==> config.mk <==
export PLATFORM = sky130hd
export DESIGN_NAME = excp_int_ctrl
export DESIGN_NICKNAME = d
export VERILOG_FILES = /design/src/rtl/excp_int_ctrl.sv
export SDC_FILE = /design/constraint.sdc
export NUM_CORES = 1
export LEC_CHECK = 0
export CAP_MARGIN = 20
export CELL_PAD_IN_SITES_DETAIL_PLACEMENT = 1
export CELL_PAD_IN_SITES_GLOBAL_PLACEMENT = 1
export CORE_MARGIN = 2
export CORE_UTILIZATION = 23
export CTS_CLUSTER_DIAMETER = 50
export DETAILED_ROUTE_END_ITERATION = 8
export PLACE_DENSITY = 0.8
export SETUP_SLACK_MARGIN = 0.1
export SYNTH_ARGS = -nofsm -noshare
export SYNTH_HDL_FRONTEND = slang
export SYNTH_SLANG_ARGS = --single-unit
==> constraint.sdc <==
create_clock -name clk -period 2.4 [get_ports clk]
set_input_delay 0.48 -clock clk [delete_from_list [all_inputs] [get_ports clk]]
set_output_delay 0.48 -clock clk [all_outputs]
set_load 0.02 [all_outputs]
==> src/rtl/excp_int_ctrl.sv <==
// Exception / interrupt controller at the writeback stage.
// Synchronises the interrupt lines, optionally edge-latches hardware lines,
// picks one event (interrupt > exception > ERTN) on the committing
// instruction, and issues a one-cycle registered CSR-update and flush
// request. After a flush, a drain window ignores further commits.
module excp_int_ctrl #(
  parameter int          HWI_NUM       = 8,
  parameter int          SYNC_STAGES   = 2,
  parameter logic [7:0]  HWI_EDGE_MASK = 8'h00,
  parameter int          DRAIN_CYCLES  = 2,
  parameter logic [5:0]  TLBR_ECODE    = 6'h3F
) (
  input  logic               clk,
  input  logic               rst,
  input  logic [HWI_NUM-1:0] hwi_in,
  input  logic               ti_in,
  input  logic               ipi_in,
  input  logic [HWI_NUM-1:0] hwi_clr,
  input  logic               commit_valid,
  input  logic [31:0]        commit_pc,
  input  logic               commit_excp,
  input  logic               commit_ertn,
  input  logic [5:0]         commit_ecode,
  input  logic [8:0]         commit_esubcode,
  input  logic               commit_badv_valid,
  input  logic [31:0]        commit_badv,
  input  logic [1:0]         crmd_plv,
  input  logic               crmd_ie,
  input  logic [1:0]         prmd_pplv,
  input  logic               prmd_pie,
  input  logic [12:0]        ecfg_lie,
  input  logic [1:0]         estat_swi,
  input  logic [31:0]        era,
  input  logic [31:0]        eentry,
  input  logic [31:0]        tlbrentry,
  output logic [10:0]        estat_is_hw,
  output logic               int_pending,
  output logic               flush_valid,
  output logic [31:0]        flush_pc,
  output logic               csr_we,
  output logic [1:0]         wr_crmd_plv,
  output logic               wr_crmd_ie,
  output logic [1:0]         wr_prmd_pplv,
  output logic               wr_prmd_pie,
  output logic [31:0]        wr_era,
  output logic [5:0]         wr_ecode,
  output logic [8:0]         wr_esubcode,
  output logic               wr_ecode_we,
  output logic [31:0]        wr_badv,
  output logic               wr_badv_we,
  output logic               busy
);

  // Lines carried through the synchroniser: {ipi, ti, hwi}
  localparam int NLINES = HWI_NUM + 2;

  // Counter only has to hold 1..DRAIN_CYCLES
  localparam int CW = (DRAIN_CYCLES < 2) ? 1 : $clog2(DRAIN_CYCLES + 1);
  localparam logic [CW-1:0] DRAIN_MAX = CW'(DRAIN_CYCLES);

  localparam logic [HWI_NUM-1:0] EDGE_MASK = HWI_EDGE_MASK[HWI_NUM-1:0];

  typedef enum logic [1:0] {
    S_IDLE,
    S_FLUSH,
    S_DRAIN
  } state_t;

  typedef enum logic [1:0] {
    EV_NONE,
    EV_INT,
    EV_EXCP,
    EV_ERTN
  } event_t;

  logic [NLINES-1:0]  sync_q [SYNC_STAGES];
  logic [HWI_NUM-1:0] hwi_sync;
  logic               ti_sync;
  logic               ipi_sync;
  logic [HWI_NUM-1:0] hwi_prev;
  logic [HWI_NUM-1:0] hwi_pend;
  logic [HWI_NUM-1:0] hwi_rise;
  logic [HWI_NUM-1:0] hwi_pend_nxt;
  logic [HWI_NUM-1:0] hwi_eff;
  logic [7:0]         hwi_pad;
  logic [12:0]        int_vec;
  state_t             state;
  logic [CW-1:0]      drain_cnt;
  event_t             ev;

  assign hwi_sync = sync_q[SYNC_STAGES-1][HWI_NUM-1:0];
  assign ti_sync  = sync_q[SYNC_STAGES-1][HWI_NUM];
  assign ipi_sync = sync_q[SYNC_STAGES-1][HWI_NUM+1];

  // Multi-flop synchroniser chain for every asynchronous interrupt line
  always_ff @(posedge clk) begin
    if (rst) begin
      for (int s = 0; s < SYNC_STAGES; s++) sync_q[s] <= '0;
    end else begin
      sync_q[0] <= {ipi_in, ti_in, hwi_in};
      for (int s = 1; s < SYNC_STAGES; s++) sync_q[s] <= sync_q[s-1];
    end
  end

  // Edge detection and pending update; a new edge beats a simultaneous clear
  always_comb begin
    hwi_rise     = hwi_sync & ~hwi_prev & EDGE_MASK;
    hwi_pend_nxt = EDGE_MASK & (hwi_rise | (hwi_pend & ~hwi_clr));
    hwi_eff      = (EDGE_MASK & hwi_pend) | (~EDGE_MASK & hwi_sync);
  end

  // Edge-mode pending bits and the previous synchronised value
  always_ff @(posedge clk) begin
    if (rst) begin
      hwi_prev <= '0;
      hwi_pend <= '0;
    end else begin
      hwi_prev <= hwi_sync;
      hwi_pend <= hwi_pend_nxt;
    end
  end

  // Assemble the 13-bit interrupt vector; hwi lines above HWI_NUM read 0
  always_comb begin
    hwi_pad = '0;
    for (int i = 0; i < HWI_NUM; i++) hwi_pad[i] = hwi_eff[i];
    int_vec     = {ipi_sync, ti_sync, 1'b0, hwi_pad, estat_swi};
    int_pending = |(int_vec & ecfg_lie);
  end

  // Registered copy of the hardware part of ESTAT.IS
  always_ff @(posedge clk) begin
    if (rst) estat_is_hw <= '0;
    else     estat_is_hw <= int_vec[12:2];
  end

  // Event arbitration on the committing instruction
  always_comb begin
    ev = EV_NONE;
    if (commit_valid) begin
      if (int_pending && crmd_ie) ev = EV_INT;
      else if (commit_excp)       ev = EV_EXCP;
      else if (commit_ertn)       ev = EV_ERTN;
    end
  end

  assign busy = (state != S_IDLE);

  // Control FSM with one-cycle registered CSR-update and flush outputs
  always_ff @(posedge clk) begin
    if (rst) begin
      state        <= S_IDLE;
      drain_cnt    <= '0;
      flush_valid  <= 1'b0;
      flush_pc     <= '0;
      csr_we       <= 1'b0;
      wr_crmd_plv  <= '0;
      wr_crmd_ie   <= 1'b0;
      wr_prmd_pplv <= '0;
      wr_prmd_pie  <= 1'b0;
      wr_era       <= '0;
      wr_ecode     <= '0;
      wr_esubcode  <= '0;
      wr_ecode_we  <= 1'b0;
      wr_badv      <= '0;
      wr_badv_we   <= 1'b0;
    end else begin
      flush_valid  <= 1'b0;
      flush_pc     <= '0;
      csr_we       <= 1'b0;
      wr_crmd_plv  <= '0;
      wr_crmd_ie   <= 1'b0;
      wr_prmd_pplv <= '0;
      wr_prmd_pie  <= 1'b0;
      wr_era       <= '0;
      wr_ecode     <= '0;
      wr_esubcode  <= '0;
      wr_ecode_we  <= 1'b0;
      wr_badv      <= '0;
      wr_badv_we   <= 1'b0;

      case (state)
        S_IDLE: begin
          if (ev != EV_NONE) begin
            state       <= S_FLUSH;
            flush_valid <= 1'b1;
            csr_we      <= 1'b1;
          end
          case (ev)
            EV_INT: begin
              wr_crmd_plv  <= 2'd0;
              wr_crmd_ie   <= 1'b0;
              wr_prmd_pplv <= crmd_plv;
              wr_prmd_pie  <= crmd_ie;
              wr_era       <= commit_pc;
              wr_ecode     <= 6'd0;
              wr_esubcode  <= 9'd0;
              wr_ecode_we  <= 1'b1;
              flush_pc     <= eentry;
            end
            EV_EXCP: begin
              wr_crmd_plv  <= 2'd0;
              wr_crmd_ie   <= 1'b0;
              wr_prmd_pplv <= crmd_plv;
              wr_prmd_pie  <= crmd_ie;
              wr_era       <= commit_pc;
              wr_ecode     <= commit_ecode;
              wr_esubcode  <= commit_esubcode;
              wr_ecode_we  <= 1'b1;
              wr_badv      <= commit_badv_valid ? commit_badv : 32'd0;
              wr_badv_we   <= commit_badv_valid;
              flush_pc     <= (commit_ecode == TLBR_ECODE) ? tlbrentry : eentry;
            end
            EV_ERTN: begin
              wr_crmd_plv  <= prmd_pplv;
              wr_crmd_ie   <= prmd_pie;
              wr_prmd_pplv <= prmd_pplv;
              wr_prmd_pie  <= prmd_pie;
              wr_era       <= era;
              flush_pc     <= era;
            end
            default: ;
          endcase
        end
        S_FLUSH: begin
          if (DRAIN_CYCLES == 0) begin
            state <= S_IDLE;
          end else begin
            state     <= S_DRAIN;
            drain_cnt <= CW'(1);
          end
        end
        S_DRAIN: begin
          if (drain_cnt >= DRAIN_MAX) begin
            state     <= S_IDLE;
            drain_cnt <= '0;
          end else begin
            drain_cnt <= drain_cnt + CW'(1);
          end
        end
        default: begin
          state     <= S_IDLE;
          drain_cnt <= '0;
        end
      endcase
    end
  end

endmodule

==> results.md, run 1 <==
- Hold path start: sync_q[0][9]
- Area contributors post-synth: dfxtp_1 56%, a22oi_1 9.9%, nand4_1 7.2%, o211ai_1 4.3%, and2_1 3.6%
- Crit path capture type: flip-flop
- Non-Filler Instances: 1235
- Tcrit/Tclk final: 97.83%
- F_max: 0.4259 GHz
- Static Leak: 3.950 nW
- Die Span Y: 159.1 um
- Asr flop ratio synth: 0%
- DRT Wirelength: 26.42 mm
- Core area: 0.02354 mm^2
- Final net count: 1131
- Vias per inst: 4.784
- Sequential share of the synthesized area: 55.71%
- Root Buffer: clkbuf_16
- Setup ws final: 0.05209 ns
- Yosys warns: 0
- H-tree Lvls: 4
- CP startpoint kind: flip-flop
- Hold EP: sync_q[0][19]
- Most common cell in the synthesized netlist: dfxtp_1
- Tot GR Track Use: 19.32%
- Slew headroom: 53.70%
- DR DRC count: 0
- Commonest register cell after synthesis: dfxtp_1
- Top cell type by total area after synthesis: dfxtp_1
- # IOs: 354
- Max-slew violations: 0
- Max-Cap Viols: 0
- Pre-CTS setup slack: -0.4924 ns
- Largest net degree at the start of global routing: 35
- Pre-antenna DRT Iters: 4
- Synthesized instance count: 545
- Max Root-Sink Buffers: 2
- First-pass GRT wire length: 37.63 mm
- Routed Antenna Nets: 0
- Clk_skew: 0.01057 ns
- Setup slack, reg-to-reg: 0.05 ns
- Routed WL per cell: 21.40 um
- Initial antenna violation count: 1
- VDD IR max: 0.0004171 V
- Hold depth: 1
- Worst setup path class: flip-flop to flip-flop
- Drt initial violations: 267
- Final Setup Violations: 0
- Vias after detailed routing: 5908
- CTS buffer count: 17
- R2R Path End: flush_pc[8]
- Slowest stage cell, crit path: or3_4
- Synthesized flop and latch total: 154
- Crit path largest cell delay: 0.40 ns
- Worst-path clk slew: 0.07 ns
- Final Cell Area: 0.01097 mm^2
- TritonCTS clock tree: done
- Die X: 159.1 um
- Met2 wire len: 13.26 mm
- Vias in the first global route: 6249
- Finished Core Util: 46.59%
- Fill cells: 2583
- Critical Path RT: 2.73 ns
- CP bufs+invs: 2
- Net Count, Synth: 774
- Yosys top cell area share: 55.71%
- Final Hold Fails: 0
- WHS: 0.4336 ns
- Met3 wire length: 1.941 mm
- Netlist cell types: 34
- Synth top cells by count: 154 x dfxtp_1, 73 x a22oi_1, 64 x nand4_1
- RSZ-0062 raised after global routing: yes
- Port bufs: 343
- Global placement routability congestion: 0.8081
- Half-perimeter wire length after placement: 17.41 mm
- Crit path DAT: 2.67 ns
- R2r worst-path depth: 9
- Total global routing overflow: 0
- Worst Max-Slew Pin Slew: 0.6938 ns
- Clk_lat worst skew: 0.42 ns
- Top delay family on crit path: simple AND/OR/NAND/NOR gates
- # rows: 56
- Synthesized area per cell: 10.15 um^2
- EDFF count, synth: 0
- Hold bufs inserted after CTS: 0
- Power after layout: 7.631 mW
- Status: finished, final reports clean
- Area after DPL: 0.009442 mm^2
- Mapped Area: 0.005534 mm^2
- Initial core utilization: 23.51%
- Max Used Layer: met4
- Period minus WS final: 2.348 ns
- Worst reg2reg path startpoint: sync_q[0][12]
- HP Class: flip-flop to flip-flop
- Synth-to-layout area growth: 98.21%
- CTS sink cnt: 154
- TNS Setup: 0 ns
- DRT met1 WL: 10.34 mm
- Die area: 0.02532 mm^2
- Share of cells above drive strength 1: 18.36%
- Cell Chain, Critical Path: a22oi_2 > nand2_1 > or3_4 > a21o_1 > ha_4 > or2_4 > buf_4 > clkbuf_16 > o211ai_1
- PD cells: 695.7 mW/mm^2
- Max FO, Critical Path: 17
- Dpl cells: 1178
==> worst max path at each step <==
stage | slack, ns | endpoint | startpoint | cells after the start
2_1_floorplan | 0.07 | flush_pc[14] | ecfg_lie[4] | 12
3_3_place_gp | -0.47 | flush_pc[29] | ecfg_lie[4] | 11
3_5_place_dp | -0.49 | flush_pc[1] | ecfg_lie[3] | 11
4_1_cts | 0.08 | flush_pc[2] | sync_q[0][15] | 9
5_1_grt | -0.03 | flush_pc[8] | sync_q[0][12] | 9
6_report | 0.05 | flush_pc[8] | sync_q[0][12] | 9
==> logic make-up (layout without fill, tap and decap cells) <==
family,Yosys count,in the layout,share of synthesized area [%]
compound gates,115,115,15.49
fa+ha+maj,9,9,2.035
buf+inv,60,430,5.697
flops,154,154,55.71
other cells,1,2,0.06776
simple gates,206,206,21.00
==> per-layer routing <==
layer  up-vias  GRT usage [%]
li1       2691              -
met1      2886          22.07
met2       285          33.28
met3        46          6.017
met4         0          8.388
met5         -              0
==> registers in the layout, summed over array words and instances (netlist names) <==
name,flops
csr_we,1
drain_cnt,2
wr_ecode_we,1
wr_prmd_pplv,2
sync_q,20
wr_crmd_ie,1
wr_badv,32
wr_era,32
state,2
wr_ecode,6
wr_badv_we,1
wr_prmd_pie,1
wr_crmd_plv,2
estat_is_hw,10
flush_pc,32
wr_esubcode,9
==> final cells by class <==
| type | count | area [um^2] | share of cell area [%] |
|---|---|---|---|
| clock buffers | 18 | 429.2 | 3.912 |
| repair buffers | 391 | 4214 | 38.42 |
| flip-flops and latches | 154 | 3087 | 28.14 |
| multi-input cells | 331 | 2613 | 23.82 |
| inverters | 6 | 37.54 | 0.3422 |
| clock inverters | 14 | 178.9 | 1.631 |
| diodes | 1 | 2.502 | 0.02281 |
| well taps | 319 | 399.1 | 3.639 |
| repair inverters | 1 | 8.758 | 0.07984 |
==> repair_timing <==
| action | in CTS | in global routing |
|---|---|---|
| resized for setup | 42 | 107 |
| gates cloned | 8 | 6 |
| endpoints found under the setup margin | 98 | 67 |
| pin swaps | 20 | 51 |
| buffers inserted | 10 | 2 |
==> where the power goes <==
group          internal, mW  switching (mW)  total (mW)  leakage (nW)
sequential             2.69          0.0502        2.74          1.25
combinational          1.04            1.03        2.07          2.40
clock                  1.58            1.24        2.83         0.295
total                  5.31            2.32        7.63          3.95
==> worst register-to-register path: stages (launching register included) <==
cell       delay, ns
dfxtp_2         0.33
a22oi_2         0.18
nand2_1         0.09
or3_4           0.40
a21o_1          0.20
ha_4            0.17
or2_4           0.27
buf_4           0.18
clkbuf_16       0.20
o211ai_1        0.24
==> layout by cell type (no fill, tap or decap), drive strengths merged, types with 3 or more instances in the layout <==
master,instances
nand2,11
a21oi,5
o211ai,33
dfxtp,154
inv,13
dlygate4sd2,15
nand4,64
clkbuf,24
nor2,39
and3,19
nor2b,29
clkdlybuf4s50,327
buf,42
ha,9
clkinv,5
nand3,3
and2,32
a22oi,73
Power figures use the tool's default switching activity.
==> run 2: changes to the inputs <==
==> config.mk (replaced) <==
export PLATFORM = sky130hd
export DESIGN_NAME = excp_int_ctrl
export DESIGN_NICKNAME = d
export VERILOG_FILES = /design/src/rtl/excp_int_ctrl.sv
export SDC_FILE = /design/constraint.sdc
export NUM_CORES = 1
export LEC_CHECK = 0
export CAP_MARGIN = 20
export CORE_AREA = 2 2 137 139
export CTS_CLUSTER_DIAMETER = 50
export DETAILED_ROUTE_END_ITERATION = 8
export DIE_AREA = 0 0 139 141
export PLACE_DENSITY = 0.76
export SETUP_SLACK_MARGIN = 0.1
export SYNTH_ARGS = -nofsm -noshare
export SYNTH_HDL_FRONTEND = slang
export SYNTH_SLANG_ARGS = --single-unit
==> run 2 against run 1 <==
Maximum frequency is 0.13% higher. Via count is 3.0% lower. Largest power group is now sequential cells. Critical endpoint is now flush_pc[24]. Largest cell class unchanged. Final area is 5.4% lower. Clock-buffer cell count is 1 lower.
==> results.md, run 2 (same netlist as run 1, synthesis figures left out) <==
- PD cells: 694.2 mW/mm^2 (was 695.7 mW/mm^2)
- Switching Fraction: 29.34% (was 30.39%)
- Slowest stage cell, crit path: or3_4 (unchanged)
- Synth-to-layout area growth: 87.48% (was 98.21%)
- Max FO, Critical Path: 5 (was 17)
- CTS sink cnt: 154 (unchanged)
- Status: finished, final reports clean (unchanged)
- Static Leak: 3.884 nW (was 3.950 nW)
- Slew headroom: 52.92% (was 53.70%)
- Vias per inst: 4.994 (was 4.784)
- Antenna cells: 0 (was 1)
- Tcrit/Tclk final: 97.71% (was 97.83%)
- Max-slew violations: 0 (unchanged)
- Total global routing overflow: 0 (unchanged)
- Tot GR Track Use: 20.08% (was 19.32%)
- Pint: 5.089 mW (was 5.312 mW)
- Final Setup Violations: 0 (unchanged)
- F_max: 0.4265 GHz (was 0.4259 GHz)
- Worst setup path class: flip-flop to flip-flop (unchanged)
- Clk_skew: 0.008993 ns (was 0.01057 ns)
- Die area: 0.01960 mm^2 (was 0.02532 mm^2)
- Hold bufs inserted after CTS: 0 (unchanged)
- TNS Setup: 0 ns (unchanged)
- # rows: 50 (was 56)
- DR DRC count: 0 (unchanged)
- HP Class: flip-flop to flip-flop (unchanged)
- Final net count: 1130 (was 1131)
- Routed Antenna Nets: 0 (unchanged)
- Crit path largest cell delay: 0.40 ns (about the same)
- Root Buffer: clkbuf_16 (unchanged)
- Final Hold Fails: 0 (unchanged)
- Sequential share of power: 38.0% (was 35.9%)
- Pre-antenna DRT Iters: 5 (was 4)
- DRT Wirelength: 21.51 mm (was 26.42 mm)
- Comb pwr share: 24.2% (was 27.1%)
- TritonCTS clock tree: done (unchanged)
- Leading cell types in the layout, fill and taps excluded: 327 x clkdlybuf4s50_1, 152 x dfxtp_1, 65 x a22oi_1 (was 327 x clkdlybuf4s50_1, 151 x dfxtp_1, 64 x nand4_1)
- Fill cells: 1583 (was 2583)
- Initial core utilization: 30.29% (was 23.51%)
- Worst Max-Slew Pin Slew: 0.7055 ns (was 0.6938 ns)
- Critical Path RT: 2.72 ns (was 2.73 ns)
- Cell Chain, Critical Path: a22oi_2 > nand2_2 > or3_4 > a21o_4 > ha_4 > or2_4 > inv_8 > clkbuf_16 > nand4_1 > o211ai_1 (was a22oi_2 > nand2_1 > or3_4 > a21o_1 > ha_4 > or2_4 > buf_4 > clkbuf_16 > o211ai_1)
- Crit path capture type: flip-flop (unchanged)
- CP bufs+invs: 2 (unchanged)
- H-tree Lvls: 4 (unchanged)
- Drt initial violations: 341 (was 267)
- Worst-path clk slew: 0.07 ns (about the same)
- Crit path DAT: 2.67 ns (about the same)
- Core area: 0.01827 mm^2 (was 0.02354 mm^2)
- Period minus WS final: 2.345 ns (was 2.348 ns)
- First-pass GRT wire length: 30.61 mm (was 37.63 mm)
- # IOs: 354 (unchanged)
- Die X: 139 um (was 159.1 um)
- Initial antenna violation count: 0 (was 1)
- CP startpoint kind: flip-flop (unchanged)
- Commonest non-fill, non-tap cell in the layout: clkdlybuf4s50_1 (unchanged)
- VDD IR max: 0.0004630 V (was 0.0004171 V)
- P_sw: 2.113 mW (was 2.319 mW)
- Vias after detailed routing: 5733 (was 5908)
- Top Registers: flush_pc x32, wr_badv x32, wr_era x32 (unchanged)
- Share of cells above drive strength 1: 11.93% (was 18.36%)
- Top delay family on crit path: simple AND/OR/NAND/NOR gates (unchanged)
- Global placement routability congestion: 0.8148 (was 0.8081)
- Finished Core Util: 56.79% (was 46.59%)
- CTS buffer count: 17 (unchanged)
- Routed WL per cell: 18.74 um (was 21.40 um)
- Clk pwr share: 37.9% (was 37.0%)
- Port bufs: 343 (unchanged)
- Largest net degree at the start of global routing: 59 (was 35)
- Half-perimeter wire length after placement: 15.04 mm (was 17.41 mm)
- Max-Cap Viols: 0 (unchanged)
- FF/Latch Area: 0.003085 mm^2 (was 0.003087 mm^2)
- Multi-input combinational cell area: 0.002250 mm^2 (was 0.002613 mm^2)
- Max Root-Sink Buffers: 2 (unchanged)
- Vias in the first global route: 5486 (was 6249)
- RSZ-0062 raised after global routing: yes (unchanged)
- Clk_lat worst skew: 0.42 ns (about the same)
- Die Span Y: 141 um (was 159.1 um)
[run 2: cell types whose count changed in the layout (fill, tap and decap cells not counted), sizes merged]
cell	delta
clkdlybuf4s15	+1
buf	-2
clkbuf	-1
inv	+1
clkinvlp	+1
bufinv	-1
dlygate4sd2	-1
dlymetal6s2s	+1
clkinv	+1
diode	-1
bufbuf	-1
[run 2: cell type report]
cell class	count	area share [%]
timing repair inverter	2	0.1688
tap	234	2.822
sequential	154	29.74
clock inverter	15	1.676
timing repair buffer	389	39.46
inverter	6	0.3497
multi-input combinational	331	21.68
clock buffer	17	4.100
[run 2: final timing paths]
kind | slack, ns | depth (start not counted) | end | startpoint
worst max register to register | 0.06 | 10 | flush_pc[24] | sync_q[0][11]
worst min-delay path | 0.43 | 1 | sync_q[0][19] | sync_q[0][9]
worst min register to register | 0.43 | 1 | sync_q[0][19] | sync_q[0][9]
worst max-delay path | 0.06 | 10 | flush_pc[24] | sync_q[0][11]
[run 2: per-stage QoR]
step / area [um^2] / instances / hold slack, ns / power [mW] / setup WS [ns]
4_1_cts: 10100 / 1138 / 0.4391 / 7.095 / 0.07863
3_3_place_gp: 9430 / 1104 / 0.4163 / 4.299 / -0.5099
5_1_grt: 10380 / 1148 / 0.4502 / 7.493 / -0.01722
6_report: 10380 / 1148 / 0.4346 / 7.202 / 0.05506
2_1_floorplan: 5582 / 545 / 0.4109 / 3.485 / 0.06934
3_5_place_dp: 9430 / 1104 / 0.4228 / 4.322 / -0.5273
[run 2: power groups by stage]
stage,sequential (mW),combinational [mW],clock [mW]
2_1_floorplan,2.92,0.568,0
3_3_place_gp,2.79,1.51,0
3_5_place_dp,2.79,1.53,0
4_1_cts,2.73,1.59,2.77
5_1_grt,2.75,1.86,2.89
6_report,2.73,1.74,2.73
[run 2: metal layers]
metal  GRT usage [%]  vias to the layer above  wire [um]
met1           24.00                     2715       8846
met3           5.944                       39       1532
li1                -                     2700          -
met5               0                        -          0
met4           7.230                        0        562
met2           34.40                      279      10570
[run 2: worst reg2reg max path: stages (launching register included)]
cell and delay (ns):
dfxtp_2 0.33, a22oi_2 0.19, nand2_2 0.09, or3_4 0.40
a21o_4 0.24, ha_4 0.16, or2_4 0.32, inv_8 0.14
clkbuf_16 0.14, nand4_1 0.11, o211ai_1 0.15
[run 2: what timing repair did]
action	4_1_cts	5_1_grt
endpoints found under the setup margin	77	99
setup buffers	0	2
gates cloned	2	8
resized for setup	26	23
pin swaps	15	64
==> RTL change 1: new RTL, flow settings as in run 2 <==
`SYNC_STAGES`: 2 -> 4.
--- a/src/rtl/excp_int_ctrl.sv
+++ b/src/rtl/excp_int_ctrl.sv
@@ -7,3 +7,3 @@
   parameter int          HWI_NUM       = 8,
-  parameter int          SYNC_STAGES   = 2,
+  parameter int          SYNC_STAGES   = 4,
   parameter logic [7:0]  HWI_EDGE_MASK = 8'h00,
Check against the original RTL: not equivalent (Yosys sat finds a counterexample within 4 cycles, from zero or initial values and one cycle with rst high).
==> RTL change 1 against run 2 <==
  * Register-to-register slack improved by 0.06 ns
  * Total power rose by 3.3%
  * Area after synthesis grew 9.5%
  * Fmax grew 1.8%
  * Count of clock-buffer cells in the layout rose by 2
  * Sequential cell count up 20
  * Critical path depth shrank 4
  * Setup slack gained 0.042 ns
  * Cell area increased by 3.1%
  * Routed wire length barely moved
  * Non-clock buffer count down 8
==> RTL change 1: results (changes against run 2) <==
| Metric | Value |
|---|---|
| Placer Congestion | 0.8490 (+4.2%) |
| Mapped Cells | 588 (+7.9%) |
| Maximum vdd drop | 453.5 uV (-2.0%) |
| Run status | complete, no violations |
| Met3 wire len | 1449 um (-5.4%) |
| Comb power frac | 0.218 (-0.024) |
| Hold WC Path Type | input port to flop |
| Post-synthesis net count | 817 (+5.6%) |
| Drt wl/cell | 18.25 um (-2.6%) |
| Met1 Use GR | 0.2470 (+0.006997) |
| Post-Route WL | 21520 um (about the same) |
| Critical hold path startpoint | rst |
| Worst Skew | 0.01146 ns (+0.002469 ns) |
| Via Count | 5845 (+2.0%) |
| Share of post-route cells with drive strength above 1 | 0.1037 (-0.01555) |
| Sequential area share after synthesis | 0.5747 (+0.01764) |
| Largest net degree at the start of global routing | 55 (-6.8%) |
| Iter 0 DRT Violations | 335 (-1.8%) |
| Placed cells | 1136 (+2.9%) |
| Internal | 5307 uW (+4.3%) |
| Vias in the first global route | 5695 (+3.8%) |
| M1 WL | 8670 um (-2.0%) |
| FILL cells | 1557 (-1.6%) |
| Library cells used by synthesis | 32 (-5.9%) |
| Met2 WL | 10760 um (+1.8%) |
RTL change 1: changes by cell type after synthesis, sizes merged:
cell and change:
dfxtp +20, nor2b +22, clkbuf +2, buf +1, and2b -2
RTL change 1: logic make-up after synthesis:
kind of cell,after synthesis,share of synthesized area
compound gates,115,0.1406
other cells,1,0.0006187
fa+ha+maj,9,0.01858
simple gates,226,0.2120
flops,174,0.5747
buf+inv,63,0.05346
RTL change 1: timing repair:
action / CTS / global route
pin swaps: 6 / 13
resized for setup: 32 / 16
gates cloned: 4 / 1
setup endpoints to repair: 91 / 57
setup buffers: 3 / 3
RTL change 1: path summary, 6_finish.rpt:
kind / endpoint / slack (ns) / depth (start not counted)
hold reg to reg: sync_q[0][29]$_SDFF_PP0_ / 0.44 / 1
setup reg to reg: flush_pc[18]$_SDFF_PP0_ / 0.12 / 11
setup / recovery: int_pending / 0.1 / 6
hold / removal: wr_ecode_we$_SDFF_PP0_ / 0.41 / 3
RTL change 1: metrics by stage:
step | utilization | instance area [um2] | setup WS (ns) | power (uW)
floorplan | - | 6110 | 0.06008 | 3822
global placement | 0.5383 | 9833 | -0.4565 | 4589
detailed placement | 0.5383 | 9833 | -0.5003 | 4608
CTS | 0.5798 | 10590 | 0.09401 | 7436
global route | 0.5857 | 10700 | -0.01675 | 7753
finish | 0.5857 | 10700 | 0.09755 | 7440
RTL change 1: layout make-up:
type,instances,share of cell area
Clock buffer,19,0.04233
Clock inverter,13,0.01275
Inverter,6,0.003274
Multi-Input combinational cell,351,0.2194
Sequential cell,174,0.3259
Tap cell,234,0.02737
Timing Repair Buffer,381,0.3674
Timing Repair inverter,1,0.001520
RTL change 1: critical path: cells and delay by family (launching register included):
family                 cells  cell delay [ns]
DFF                        1             0.31
AOI/OAI and AO/OA          1             0.18
and+or+nand+nor            2             0.51
buffers and inverters      3             0.41
==> RTL change 2: new RTL, config.mk and constraints of run 2 <==
Made on the original files. Make the reset (`rst`) asynchronous in 4 clocked blocks.
--- a/src/rtl/excp_int_ctrl.sv
+++ b/src/rtl/excp_int_ctrl.sv
@@ -95,3 +95,3 @@
   // Multi-flop synchroniser chain for every asynchronous interrupt line
-  always_ff @(posedge clk) begin
+  always_ff @(posedge clk or posedge rst) begin
     if (rst) begin
@@ -112,3 +112,3 @@
   // Edge-mode pending bits and the previous synchronised value
-  always_ff @(posedge clk) begin
+  always_ff @(posedge clk or posedge rst) begin
     if (rst) begin
@@ -131,3 +131,3 @@
   // Registered copy of the hardware part of ESTAT.IS
-  always_ff @(posedge clk) begin
+  always_ff @(posedge clk or posedge rst) begin
     if (rst) estat_is_hw <= '0;
@@ -149,3 +149,3 @@
   // Control FSM with one-cycle registered CSR-update and flush outputs
-  always_ff @(posedge clk) begin
+  always_ff @(posedge clk or posedge rst) begin
     if (rst) begin
Function: differs if rst is asserted again (counterexample within 4 cycles, from zero or initial values and one cycle with rst high); with rst held inactive, the same outputs for 4 cycles.
==> RTL change 2 against run 2 <==
  * Critical path depth rose by 2
  * Area after synthesis grew 11%
  * Sequential power increased by 4%
  * Routed wire length is 4.4% higher
  * Via count about the same
  * Worst hold slack worse by 0.087 ns
  * Sequential cell count unchanged
  * Clock skew is 0.0024 ns lower
  * Count of clock-buffer cells in the layout unchanged
  * Die area unchanged
  * Total power grew 12%
  * Setup slack improved by 0.067 ns
  * Cell area rose by 9.3%
  * Critical path type is now input port to flop
  * Critical endpoint is now flush_pc[21]$_DFF_PP0_
  * Largest cell class unchanged
  * Largest power group is now the clock network
  * Highest routed layer unchanged
==> RTL change 2: results (changes against run 2) <==
| Metric | Value |
|---|---|
| Run status | complete, no violations |
| DP Area | 10270 um2 (+9.0%) |
| Detailed placer's ending HPWL | 15670 um (+4.2%) |
| Data arrival time of the worst path | 2.62 ns (-0.05 ns) |
| R2r setup slk | 0.13 ns (+0.07 ns) |
| R2r worst-path depth | 11 (+1) |
| Hold Slack | 0.3478 ns (-0.08670 ns) |
| Switch share | 0.3079 (+0.01452) |
| Iter 0 DRT Violations | 289 (-15%) |
| Post-synthesis net count | 730 (-5.7%) |
| Area Growth Syn to Fin | 84.55% |
| M1 WL | 8813 um (-0.37%) |
| WHS Path Cells | 0 (-1) |
| Grt met2 use | 0.3726 (+0.02852) |
| Antenna violations before repair | 1 (+1) |
| Synth area leaders | dfrtp_1, a22oi_1, o221ai_2 |
| Sequential group share of total power | 0.353 (-0.027) |
| Adder-cell share of the synthesized area | 0.01628 (-0.004065) |
| Routing usage on met3 | 0.06692 (+0.007473) |
| Maximum vdd drop | 491.4 uV (+6.1%) |
| Fraction of registers with async set/reset | 1.000 (+1.000) |
| Met3 wire len | 1469 um (-4.1%) |
| Post_cts resized | 18 (-31%) |
| Sequential area share after synthesis | 0.6269 (+0.06982) |
| Total GRT Usage | 0.2177 (+0.01693) |
| DR pass1 iterations | 4 (-1) |
| Setup bufs post-CTS | 1 (+1) |
| Largest net degree at the start of global routing | 56 (-5.1%) |
| Commonest cells post-synth | dfrtp_1, a22oi_1, nor2_1 |
| Finished Layout Cells | 1119 (-2.5%) |
| Critical Path Source | ecfg_lie[7] |
| Critical hold path startpoint | sync_q[13]$_DFF_PP0_ |
| Hold path endpoint | hwi_eff[3]$_DFF_PP0_ |
| Met2 WL | 11420 um (+8.0%) |
[RTL change 2: cell types whose count changed in the layout (fill, tap and decap cells not counted), moves of 6 or more]
cell and delta:
nand4_1 -32, nand3_1 +10, nor2b_1 -25, dfrtp_1 +154, nand2_1 -6, o211ai_1 -32, a22oi_2 +6, dfxtp_1 -152
dlygate4sd2_1 -6, nand3_2 +16, o221ai_1 +9, a22oi_1 -6, o221ai_2 +23, buf_4 +7
[RTL change 2: area by class of cell]
type / count / area (um2)
inverter: 7 / 45.04
fill: 1469 / 6923
clock buffer: 17 / 425.4
clock inverter: 15 / 202.7
tap: 234 / 292.8
timing repair buffer: 401 / 4234
antenna: 1 / 2.502
sequential: 154 / 3854
multi-input combinational: 290 / 2288
[RTL change 2: metrics by stage]
stage               worst slack [ns]  TNS [ns]
floorplan                   -0.02492    -3.837
global placement             -0.3830    -37.77
detailed placement           -0.4357    -41.00
CTS                          0.07677         0
global route                 0.03836         0
finish                        0.1216         0
